**src/rtl/disp_sseg_capture.sv**
```systemverilog
// Receive-side decoder for a scanned 4-digit active-low 7-segment bus.
// Debounces each scan slot, maps glyphs back to hex and publishes whole frames.
module disp_sseg_capture #(
    parameter int unsigned STABLE_CYC = 16,
    parameter int unsigned TIMEOUT_W  = 20
) (
    input  logic       clk,
    input  logic       reset_n,
    input  logic [3:0] an,
    input  logic [7:0] sseg,
    output logic [3:0] hex3,
    output logic [3:0] hex2,
    output logic [3:0] hex1,
    output logic [3:0] hex0,
    output logic [3:0] dp_out,
    output logic [3:0] pattern_err,
    output logic       frame_tick,
    output logic       stale
);

    localparam int unsigned      CNT_W   = $clog2(STABLE_CYC);
    localparam logic [CNT_W-1:0] CNT_TOP = CNT_W'(STABLE_CYC - 1);
    localparam logic [CNT_W-1:0] CNT_CAP = CNT_W'(STABLE_CYC - 2);

    typedef enum logic [1:0] {
        S_IDLE,
        S_SETTLE,
        S_HOLD
    } state_e;

    state_e               state_q;
    logic [3:0]           an_s1_q, an_s2_q, an_p_q;
    logic [7:0]           sseg_s1_q, sseg_s2_q, sseg_p_q;
    logic [CNT_W-1:0]     cnt_q, cnt_d;
    logic [3:0][3:0]      shadow_hex_q, shadow_hex_d;
    logic [3:0]           shadow_dp_q, shadow_dp_d;
    logic [3:0]           shadow_err_q, shadow_err_d;
    logic [3:0]           seen_q, seen_d, seen_cap;
    logic [3:0][3:0]      hex_q;
    logic [3:0]           dp_q, err_q;
    logic                 tick_q;
    logic [TIMEOUT_W-1:0] wd_q, wd_d;
    logic                 stale_q, stale_d;

    logic       an_valid;
    logic       same;
    logic       capture;
    logic       commit;
    logic [1:0] dig_idx;
    logic       glyph_hit;
    logic [3:0] glyph_val;

    // A sample is "same" only if the anode is a legal single digit and nothing moved.
    assign an_valid = $onehot(~an_s2_q);
    assign same     = an_valid && ({an_s2_q, sseg_s2_q} == {an_p_q, sseg_p_q});
    assign cnt_d    = !same ? '0 : ((cnt_q == CNT_TOP) ? cnt_q : cnt_q + 1'b1);
    assign capture  = (state_q == S_SETTLE) && same && (cnt_q == CNT_CAP);

    // NOTE: every always_comb output gets a default first so no latch is inferred.
    always_comb begin
        dig_idx = 2'd0;
        case (~an_s2_q)
            4'b0010: dig_idx = 2'd1;
            4'b0100: dig_idx = 2'd2;
            4'b1000: dig_idx = 2'd3;
            default: dig_idx = 2'd0;
        endcase
    end

    always_comb begin
        glyph_hit = 1'b1;
        glyph_val = 4'h0;
        case (sseg_s2_q[6:0])
            7'b0000001: glyph_val = 4'h0;
            7'b1001111: glyph_val = 4'h1;
            7'b0010010: glyph_val = 4'h2;
            7'b0000110: glyph_val = 4'h3;
            7'b1001100: glyph_val = 4'h4;
            7'b0100100: glyph_val = 4'h5;
            7'b0100000: glyph_val = 4'h6;
            7'b0001111: glyph_val = 4'h7;
            7'b0000000: glyph_val = 4'h8;
            7'b0000100: glyph_val = 4'h9;
            7'b0001000: glyph_val = 4'hA;
            7'b1100000: glyph_val = 4'hB;
            7'b0110001: glyph_val = 4'hC;
            7'b1000010: glyph_val = 4'hD;
            7'b0110000: glyph_val = 4'hE;
            7'b0111000: glyph_val = 4'hF;
            default:    glyph_hit = 1'b0;
        endcase
    end

    always_comb begin
        shadow_hex_d = shadow_hex_q;
        shadow_dp_d  = shadow_dp_q;
        shadow_err_d = shadow_err_q;
        seen_cap     = seen_q | ~an_s2_q;
        if (capture) begin
            shadow_dp_d[dig_idx]  = ~sseg_s2_q[7];
            shadow_err_d[dig_idx] = ~glyph_hit;
            if (glyph_hit) begin
                shadow_hex_d[dig_idx] = glyph_val;
            end
        end
    end

    // The commit uses the next-shadow values so the capture completing the frame is included.
    assign commit  = capture && (&seen_cap);
    assign seen_d  = commit ? 4'b0000 : (capture ? seen_cap : seen_q);
    assign wd_d    = commit ? '0 : ((&wd_q) ? wd_q : wd_q + 1'b1);
    assign stale_d = commit ? 1'b0 : ((&wd_d) ? 1'b1 : stale_q);

    // NOTE: sequential state uses non-blocking assignments so all registers update together.
    always_ff @(posedge clk or negedge reset_n) begin
        if (!reset_n) begin
            state_q      <= S_IDLE;
            an_s1_q      <= '0;
            an_s2_q      <= '0;
            an_p_q       <= '0;
            sseg_s1_q    <= '0;
            sseg_s2_q    <= '0;
            sseg_p_q     <= '0;
            cnt_q        <= '0;
            // NOTE: shadows are reset too; an illegal glyph keeps the old shadow digit,
            // so an unreset value could otherwise leak into the first frame.
            shadow_hex_q <= '0;
            shadow_dp_q  <= '0;
            shadow_err_q <= '0;
            seen_q       <= '0;
            hex_q        <= '0;
            dp_q         <= '0;
            err_q        <= '0;
            tick_q       <= 1'b0;
            wd_q         <= '0;
            stale_q      <= 1'b1;
        end else begin
            an_s1_q      <= an;
            an_s2_q      <= an_s1_q;
            an_p_q       <= an_s2_q;
            sseg_s1_q    <= sseg;
            sseg_s2_q    <= sseg_s1_q;
            sseg_p_q     <= sseg_s2_q;
            cnt_q        <= cnt_d;
            shadow_hex_q <= shadow_hex_d;
            shadow_dp_q  <= shadow_dp_d;
            shadow_err_q <= shadow_err_d;
            seen_q       <= seen_d;
            tick_q       <= commit;
            wd_q         <= wd_d;
            stale_q      <= stale_d;
            if (commit) begin
                hex_q <= shadow_hex_d;
                dp_q  <= shadow_dp_d;
                err_q <= shadow_err_d;
            end

            case (state_q)
                S_IDLE: begin
                    if (an_valid) state_q <= S_SETTLE;
                end
                S_SETTLE: begin
                    if (!an_valid)    state_q <= S_IDLE;
                    else if (capture) state_q <= S_HOLD;
                end
                S_HOLD: begin
                    if (!same) state_q <= an_valid ? S_SETTLE : S_IDLE;
                end
                default: state_q <= S_IDLE;
            endcase
        end
    end

    assign hex3        = hex_q[3];
    assign hex2        = hex_q[2];
    assign hex1        = hex_q[1];
    assign hex0        = hex_q[0];
    assign dp_out      = dp_q;
    assign pattern_err = err_q;
    assign frame_tick  = tick_q;
    assign stale       = stale_q;

endmodule

```
**config.mk**
```make
export PLATFORM = sky130hd
export DESIGN_NAME = disp_sseg_capture
export DESIGN_NICKNAME = d
export VERILOG_FILES = /design/src/rtl/disp_sseg_capture.sv
export SDC_FILE = /design/constraint.sdc
export NUM_CORES = 1
export LEC_CHECK = 0
export ABC_AREA = 1
export CORE_MARGIN = 2
export CORE_UTILIZATION = 33
export DETAILED_ROUTE_END_ITERATION = 8
export PLACE_DENSITY = 0.48
export SETUP_SLACK_MARGIN = 0.3
export SLEW_MARGIN = 20
export SYNTH_ARGS = -nofsm -noshare
export SYNTH_HDL_FRONTEND = slang
export SYNTH_SLANG_ARGS = --single-unit
```
**constraint.sdc**
```tcl
create_clock -name clk -period 4.6 [get_ports clk]
set_clock_uncertainty 0.1 [all_clocks]
set_input_delay 0.92 -clock clk [delete_from_list [all_inputs] [get_ports clk]]
set_output_delay 0.92 -clock clk [all_outputs]
set_load 0.01 [all_outputs]
```
==> reports/metrics.cfg, run 1 <==
[run_status]
status=finished, final reports clean

[logic_synthesis]
synth.avg_cell_area_um2=8.17
synth_cell_types=40
syn_area_um2=5530
syn_nets=699
ys_seq_area_frac=0.525
async_flop_share=1.00
synth-edff-count=0
yosys_register_bits=116
synth_ff_type=dfrtp_1
yosys_warnings=0
syn_inst=677

[cts]
cts.sinks=116
cts_tree=done
cts_resized=0
cts_setup_buffers=0
clk_path_buf_depth=2
cts_max_level=4
postCtsHoldBufs=0
insertion_delay_ns=0.42
cts_buffers=17
clkTransAtPathRegs_ns=0.06
cts_root_buffer=clkbuf_16

[critical_path]
endpoint_kind=flop
path_depth=14
cp.required_ns=4.86
critPathMaxFanout=30
r2r_setup_slack_ns=1.22
max_stage_delay_ns=0.56
rr_worst_depth=14
critPathBufInv=4
worstSetupStartpointType=flop
critPathTopFamily=adder cells
cp_slowest_cell=fa_1
path_class=flop to flop
path_cells=fa_1 -> inv_1 -> ha_1 -> ha_1 -> inv_1 -> nand3_1 -> nor2_1 -> nand2_1 -> nor2_1 -> nand4_1 -> buf_4 -> inv_1 -> nand3_1 -> nand2_1
cp_common_cell=inv_1
crit_arrival_ns=3.64

[power_and_ir_drop]
power_density_nw_per_um2=369
p_leak_nw=3.55
ir_worst_vdd_uv=252

[layout]
final_util=0.409
mostFrequentLayoutCells=nand2_1, dfrtp_1, inv_1, nand3_1, nor2_1
layout-drive-gt1-share=0.107
fin_nets=750
mostFrequentLayoutCell=nand2_1
fill_cells=1660
syn2layout_area_growth_pct=21.9
n_antenna_cell=0

[floorplanning]
core-area_um2=16500
die_w_um=133
dieArea_um2=17800
rows=47
ios=40
die_y_um=133
initial_core_util=0.336

[sta]
worstMarginPinSlew_ns=0.882
fmax_mhz=296
setup_violations=0
post-route-period-util=0.735
fin_tns_setup_ns=0
hold_viol_final=0
grt_setup_unrepaired=false
whs_ns=0.246
slew_headroom=0.412
layout_min_cycle_time_ns=3.38
slew_viol_final=0

[grt]
grt_max_degree=68
grt_pass1_vias=4365
antenna_found_initial=0
grt_pass1_wl_mm=21.5
gr-total-overflow=0
grt_use_total=0.153

[detailed_routing]
num_vias=4311
drc_errors=0
drtIter0Drc=175
totalWireLength_mm=12.4
antenna_left=0
wire_per_inst_um=12.9
drt_first_pass_iters=5
viasPerCell=4.49

[job]
maxCapViolations=0

[placed_design]
dp_hpwl_mm=8.76
port_buffers=39
gp_congestion=0.818

[min_path]
hold_depth=0
hold_class=flop to flop

-- kinds of logic after synthesis --
logic type | count (synthesis) | synth area share
buffers and inverters | 119 | 0.0862
AOI/OAI and AO/OA | 36 | 0.0396
adders and majority gates | 8 | 0.0195
DFF | 116 | 0.525
and+or+nand+nor | 391 | 0.319
xor gates and xnor gates | 7 | 0.0111
-- through the flow --
stage	area [µm²]	setup slack [ns]	cells	total power, mW
detailed placement	6150	1.23	929	1.18
global placement	6150	1.35	929	1.18
floorplan	5530	1.77	677	1.13
global route	6740	0.872	961	2.59
CTS	6740	1.21	961	2.53
finish	6740	1.22	961	2.49
-- cell usage after synthesis (2+ instances only) --
| cell type | n | area [µm²] |
|---|---|---|
| xnor2_1 | 2 | 17.5 |
| buf_2 | 3 | 15.0 |
| clkbuf_1 | 2 | 7.51 |
| nand3_2 | 2 | 20.0 |
| a21oi_1 | 5 | 25.0 |
| nor2_2 | 8 | 50.1 |
| xor2_1 | 5 | 43.8 |
| dfrtp_1 | 115 | 2880 |
| nor3_1 | 17 | 85.1 |
| and2_1 | 5 | 31.3 |
| nand2_1 | 204 | 766 |
| nand3_1 | 59 | 295 |
| o21ai_1 | 7 | 35.0 |
| or2_2 | 3 | 18.8 |
| nor2_1 | 56 | 210 |
| ha_1 | 7 | 87.6 |
| buf_4 | 3 | 22.5 |
| nand2_2 | 12 | 75.1 |
| inv_2 | 6 | 22.5 |
| nand4_1 | 9 | 56.3 |
| o21ai_0 | 16 | 80.1 |
| a211oi_1 | 2 | 15.0 |
| nor2_4 | 3 | 33.8 |
| buf_6 | 2 | 22.5 |
| nor3_2 | 3 | 30.0 |
| nand3b_1 | 5 | 37.5 |
| inv_1 | 103 | 387 |
-- state kept, by name (all words and copies together) (netlist names), 4 cells and up --
register	count
sseg_p_q	8
shadow_err_q	4
an_s1_q	4
an_s2_q	4
sseg_s1_q	8
dp_out	4
hex3	4
shadow_dp_q	4
shadow_hex_q	16
pattern_err	4
seen_q	4
an_p_q	4
hex2	4
cnt_q	4
hex1	4
wd_q	20
sseg_s2_q	8
hex0	4
-- worst reg2reg max path, cell delays in order, from the launching register on --
cell and delay, ns:
dfrtp_1 0.45, fa_1 0.56, inv_1 0.05, ha_1 0.17, ha_1 0.26, inv_1 0.06
nand3_1 0.11, nor2_1 0.16, nand2_1 0.06, nor2_1 0.15, nand4_1 0.12, buf_4 0.26
inv_1 0.56, nand3_1 0.17, nand2_1 0.08
-- layer usage --
| layer | track usage | routed length, µm | vias to the layer above |
|---|---|---|---|
| met5 | 0 | 0 | - |
| met4 | 0.0449 | 172 | 0 |
| met3 | 0.0502 | 475 | 14 |
| met2 | 0.244 | 5760 | 65 |
| met1 | 0.201 | 6010 | 2025 |
| li1 | - | - | 2207 |
-- power breakdown --
part	leakage [nW]	switching (mW)	total [mW]	internal [mW]
registers	1.52	0.0156	1.06	1.04
clock network	0.293	0.510	1.33	0.820
logic	1.74	0.0706	0.103	0.0328
total	3.55	0.596	2.49	1.89
-- cell type report --
type	instances	area (µm²)	area share
sequential	116	2900	0.431
multi-input combinational	442	2150	0.319
clock buffer	19	443	0.0657
timing repair buffer	42	410	0.0609
inverter	109	409	0.0607
tap	220	275	0.0408
clock inverter	13	149	0.0221
-- final timing paths --
path | startpoint | end
worst max register to register | an_s2_q[0]$_DFF_PN0_ | hex1[3]$_DFFE_PN0P_
min in group asynchronous | reset_n | seen_q[1]$_DFFE_PN0P_
max in group asynchronous | reset_n | shadow_err_q[2]$_DFF_PN0_
worst min register to register | sseg_s1_q[7]$_DFF_PN0_ | sseg_s2_q[7]$_DFF_PN0_
worst min-delay path | sseg_s1_q[7]$_DFF_PN0_ | sseg_s2_q[7]$_DFF_PN0_
worst max-delay path | an_s2_q[0]$_DFF_PN0_ | hex1[3]$_DFFE_PN0P_
Power figures use the tool's default switching activity.
==> run 2, diff against run 1 <==
--- a/config.mk
+++ b/config.mk
@@ -9,7 +9,7 @@
 export CORE_MARGIN = 2
 export CORE_UTILIZATION = 33
 export DETAILED_ROUTE_END_ITERATION = 8
-export PLACE_DENSITY = 0.48
+export PLACE_DENSITY = 0.5
 export SETUP_SLACK_MARGIN = 0.3
 export SLEW_MARGIN = 20
 export SYNTH_ARGS = -nofsm -noshare
==> constraint.sdc (replaced) <==
create_clock -name clk -period 2.8 [get_ports clk]
set_clock_uncertainty 0.1 [all_clocks]
set_input_delay 0.56 -clock clk [delete_from_list [all_inputs] [get_ports clk]]
set_output_delay 0.56 -clock clk [all_outputs]
set_load 0.01 [all_outputs]
==> run 2 against run 1 <==
  * The flow now finishes with violations (negative setup slack)
  * Routed wire length rose by 6.2%
  * Critical path type unchanged
  * First-iteration DRC count rose by 22%
  * Critical path depth rose by 3
  * Sequential share of layout area fell by 4.3 points
  * Largest cell class unchanged
  * Final cell count rose by 4.8%
  * Maximum frequency rose by 18%
  * Clock power rose by 62%
  * Worst hold slack got worse by 0.17 ns
  * Combinational power rose by 100%
  * Design area rose by 11%
  * Sequential power rose by 63%
  * Worst setup slack got worse by 1.3 ns
==> reports/metrics.cfg, run 2 (synthesized netlist as in run 1, its figures left out) <==
[power_and_ir_drop]
ir_worst_vdd_uv=416
power_density_nw_per_um2=547
p_leak_nw=3.86

[layout]
mostFrequentLayoutCells=nand2_1, dfrtp_1, inv_1, nor2_1, nand3_1
largestRegisters=wd_q x20, shadow_hex_q x16
final_util=0.455
layout-drive-gt1-share=0.243
largest_reg_flops=20
stdcell_count=1007
fin_area_um2=7490
mostFrequentLayoutCell=nand2_1
syn2layout_area_growth_pct=35.4
fill_cells=1623
top_register=wd_q
n_antenna_cell=0
fin_nets=796

[detailed_routing]
wire_per_inst_um=13.1
drt_first_pass_iters=4
viasPerCell=4.58
antenna_left=0
drc_errors=0
drtIter0Drc=213
totalWireLength_mm=13.2
num_vias=4614

[cts]
postCtsHoldBufs=0
cts.sinks=116
cts_tree=done
cts_root_buffer=clkbuf_16
clkTransAtPathRegs_ns=0.05
clk_path_buf_depth=2
insertion_delay_ns=0.41
cts_max_level=4
cts_buffers=17

[placed_design]
dp_hpwl_mm=9.19
dpl_cell_area_um2=6480
port_buffers=39
place_inst=957
gp_congestion=0.978

[grt]
antenna_found_initial=0
grt_pass1_wl_mm=22.3
grt_max_degree=46
grt_use_total=0.158
grt_pass1_vias=4639
gr-total-overflow=0

[sta]
setup_ws_ns=-0.0676
worstMarginPinSlew_ns=0.651
hold_viol_final=0
slew_viol_final=0
grt_setup_unrepaired=true
slew_headroom=0.566
fin_tns_setup_ns=-0.163
fmax_mhz=349
setup_violations=9
post-route-period-util=1.02
layout_min_cycle_time_ns=2.87

[critical_path]
r2r_end=pattern_err[3]$_DFFE_PN0P_
r2r_setup_slack_ns=-0.07
critPathLaunch=an_s2_q[1]$_DFF_PN0_
timing.rr.start=an_s2_q[1]$_DFF_PN0_
path_class=flop to flop
max_stage_delay_ns=0.53
worstSetupStartpointType=flop
cp_slowest_cell=fa_1
rr_worst_depth=17
critPathMaxFanout=5
crit_arrival_ns=3.10
path_cells=fa_1 -> inv_1 -> ha_2 -> ha_4 -> inv_2 -> nand3_2 -> nor2_2 -> nand2_1 -> nor2_2 -> and2_4 -> nand2_8 -> nor2_4 -> buf_4 -> buf_6 -> buf_4 -> o21ai_2 -> o21ai_1
endpoint_kind=flop
cp.required_ns=3.04
crit_path_end=pattern_err[3]$_DFFE_PN0P_

[run_status]
violations=negative setup slack
status=complete, but fails checks

[floorplanning]
core-area_um2=16500
die_y_um=133
die_w_um=133
dieArea_um2=17800
rows=47
initial_core_util=0.336
ios=40

[min_path]
hold_class=primary input to asynchronous set/reset pin

[job]
maxCapViolations=0

-- run 2: repair_timing --
action / 4_1_cts / 5_1_grt
gates resized for setup: 35 / 56
hold endpoints to repair: 0 / 0
endpoints found under the setup margin: 64 / 80
pin swaps: 22 / 15
setup buffers: 13 / 5
-- run 2: area by class of cell --
| cell class | count | area, µm² | share of cell area |
|---|---|---|---|
| Multi-Input combinational cell | 442 | 2420 | 0.323 |
| Clock inverter | 11 | 125 | 0.0167 |
| Timing Repair Buffer | 88 | 870 | 0.116 |
| Sequential cell | 116 | 2900 | 0.388 |
| Tap cell | 220 | 275 | 0.0367 |
| Clock buffer | 21 | 470 | 0.0628 |
| Inverter | 109 | 424 | 0.0566 |
-- run 2: where the power goes --
part / switching, mW / internal (mW)
registers: 0.0221 / 1.71
logic: 0.138 / 0.0729
clock network: 0.775 / 1.38
-- run 2: worst max-delay path, delay by kind of cell, from the launching register on --
kind                       cells  cell delay [ns]
AOI/OAI and AO/OA              2             0.16
adders and majority gates      3             0.91
buffers and inverters          5             0.40
DFF                            1             0.39
and+or+nand+nor                7             0.83
-- run 2: worst min path at each step --
| stage | startpoint | end | slack (ns) |
|---|---|---|---|
| floorplan | reset_n | an_p_q[0]$_DFF_PN0_ | 0.16 |
| global placement | sseg_s1_q[0]$_DFF_PN0_ | sseg_s2_q[0]$_DFF_PN0_ | 0.23 |
| detailed placement | sseg_s1_q[3]$_DFF_PN0_ | sseg_s2_q[3]$_DFF_PN0_ | 0.24 |
| CTS | reset_n | cnt_q[1]$_DFFE_PN0P_ | 0.10 |
| global route | reset_n | cnt_q[1]$_DFFE_PN0P_ | 0.12 |
| finish | reset_n | cnt_q[1]$_DFFE_PN0P_ | 0.08 |
-- run 2: per-stage QoR --
stage	worst slack [ns]	hold WS [ns]	power, mW
6_report	-0.0676	0.0775	4.10
5_1_grt	-0.244	0.121	4.27
4_1_cts	-0.0712	0.102	4.15
3_5_place_dp	-0.0884	0.236	1.96
3_3_place_gp	-0.0388	0.233	1.96
2_1_floorplan	0.106	0.164	1.86
-- run 2: per-layer routing --
layer  vias up  share of wire  track usage  routed length [µm]
li1       2301              -            -                   -
met3        24          0.042       0.0441                 556
met1      2190           0.44        0.193                5750
met2        99           0.50        0.271                6640
met5         -              0            0                   0
met4         0          0.018       0.0544                 238
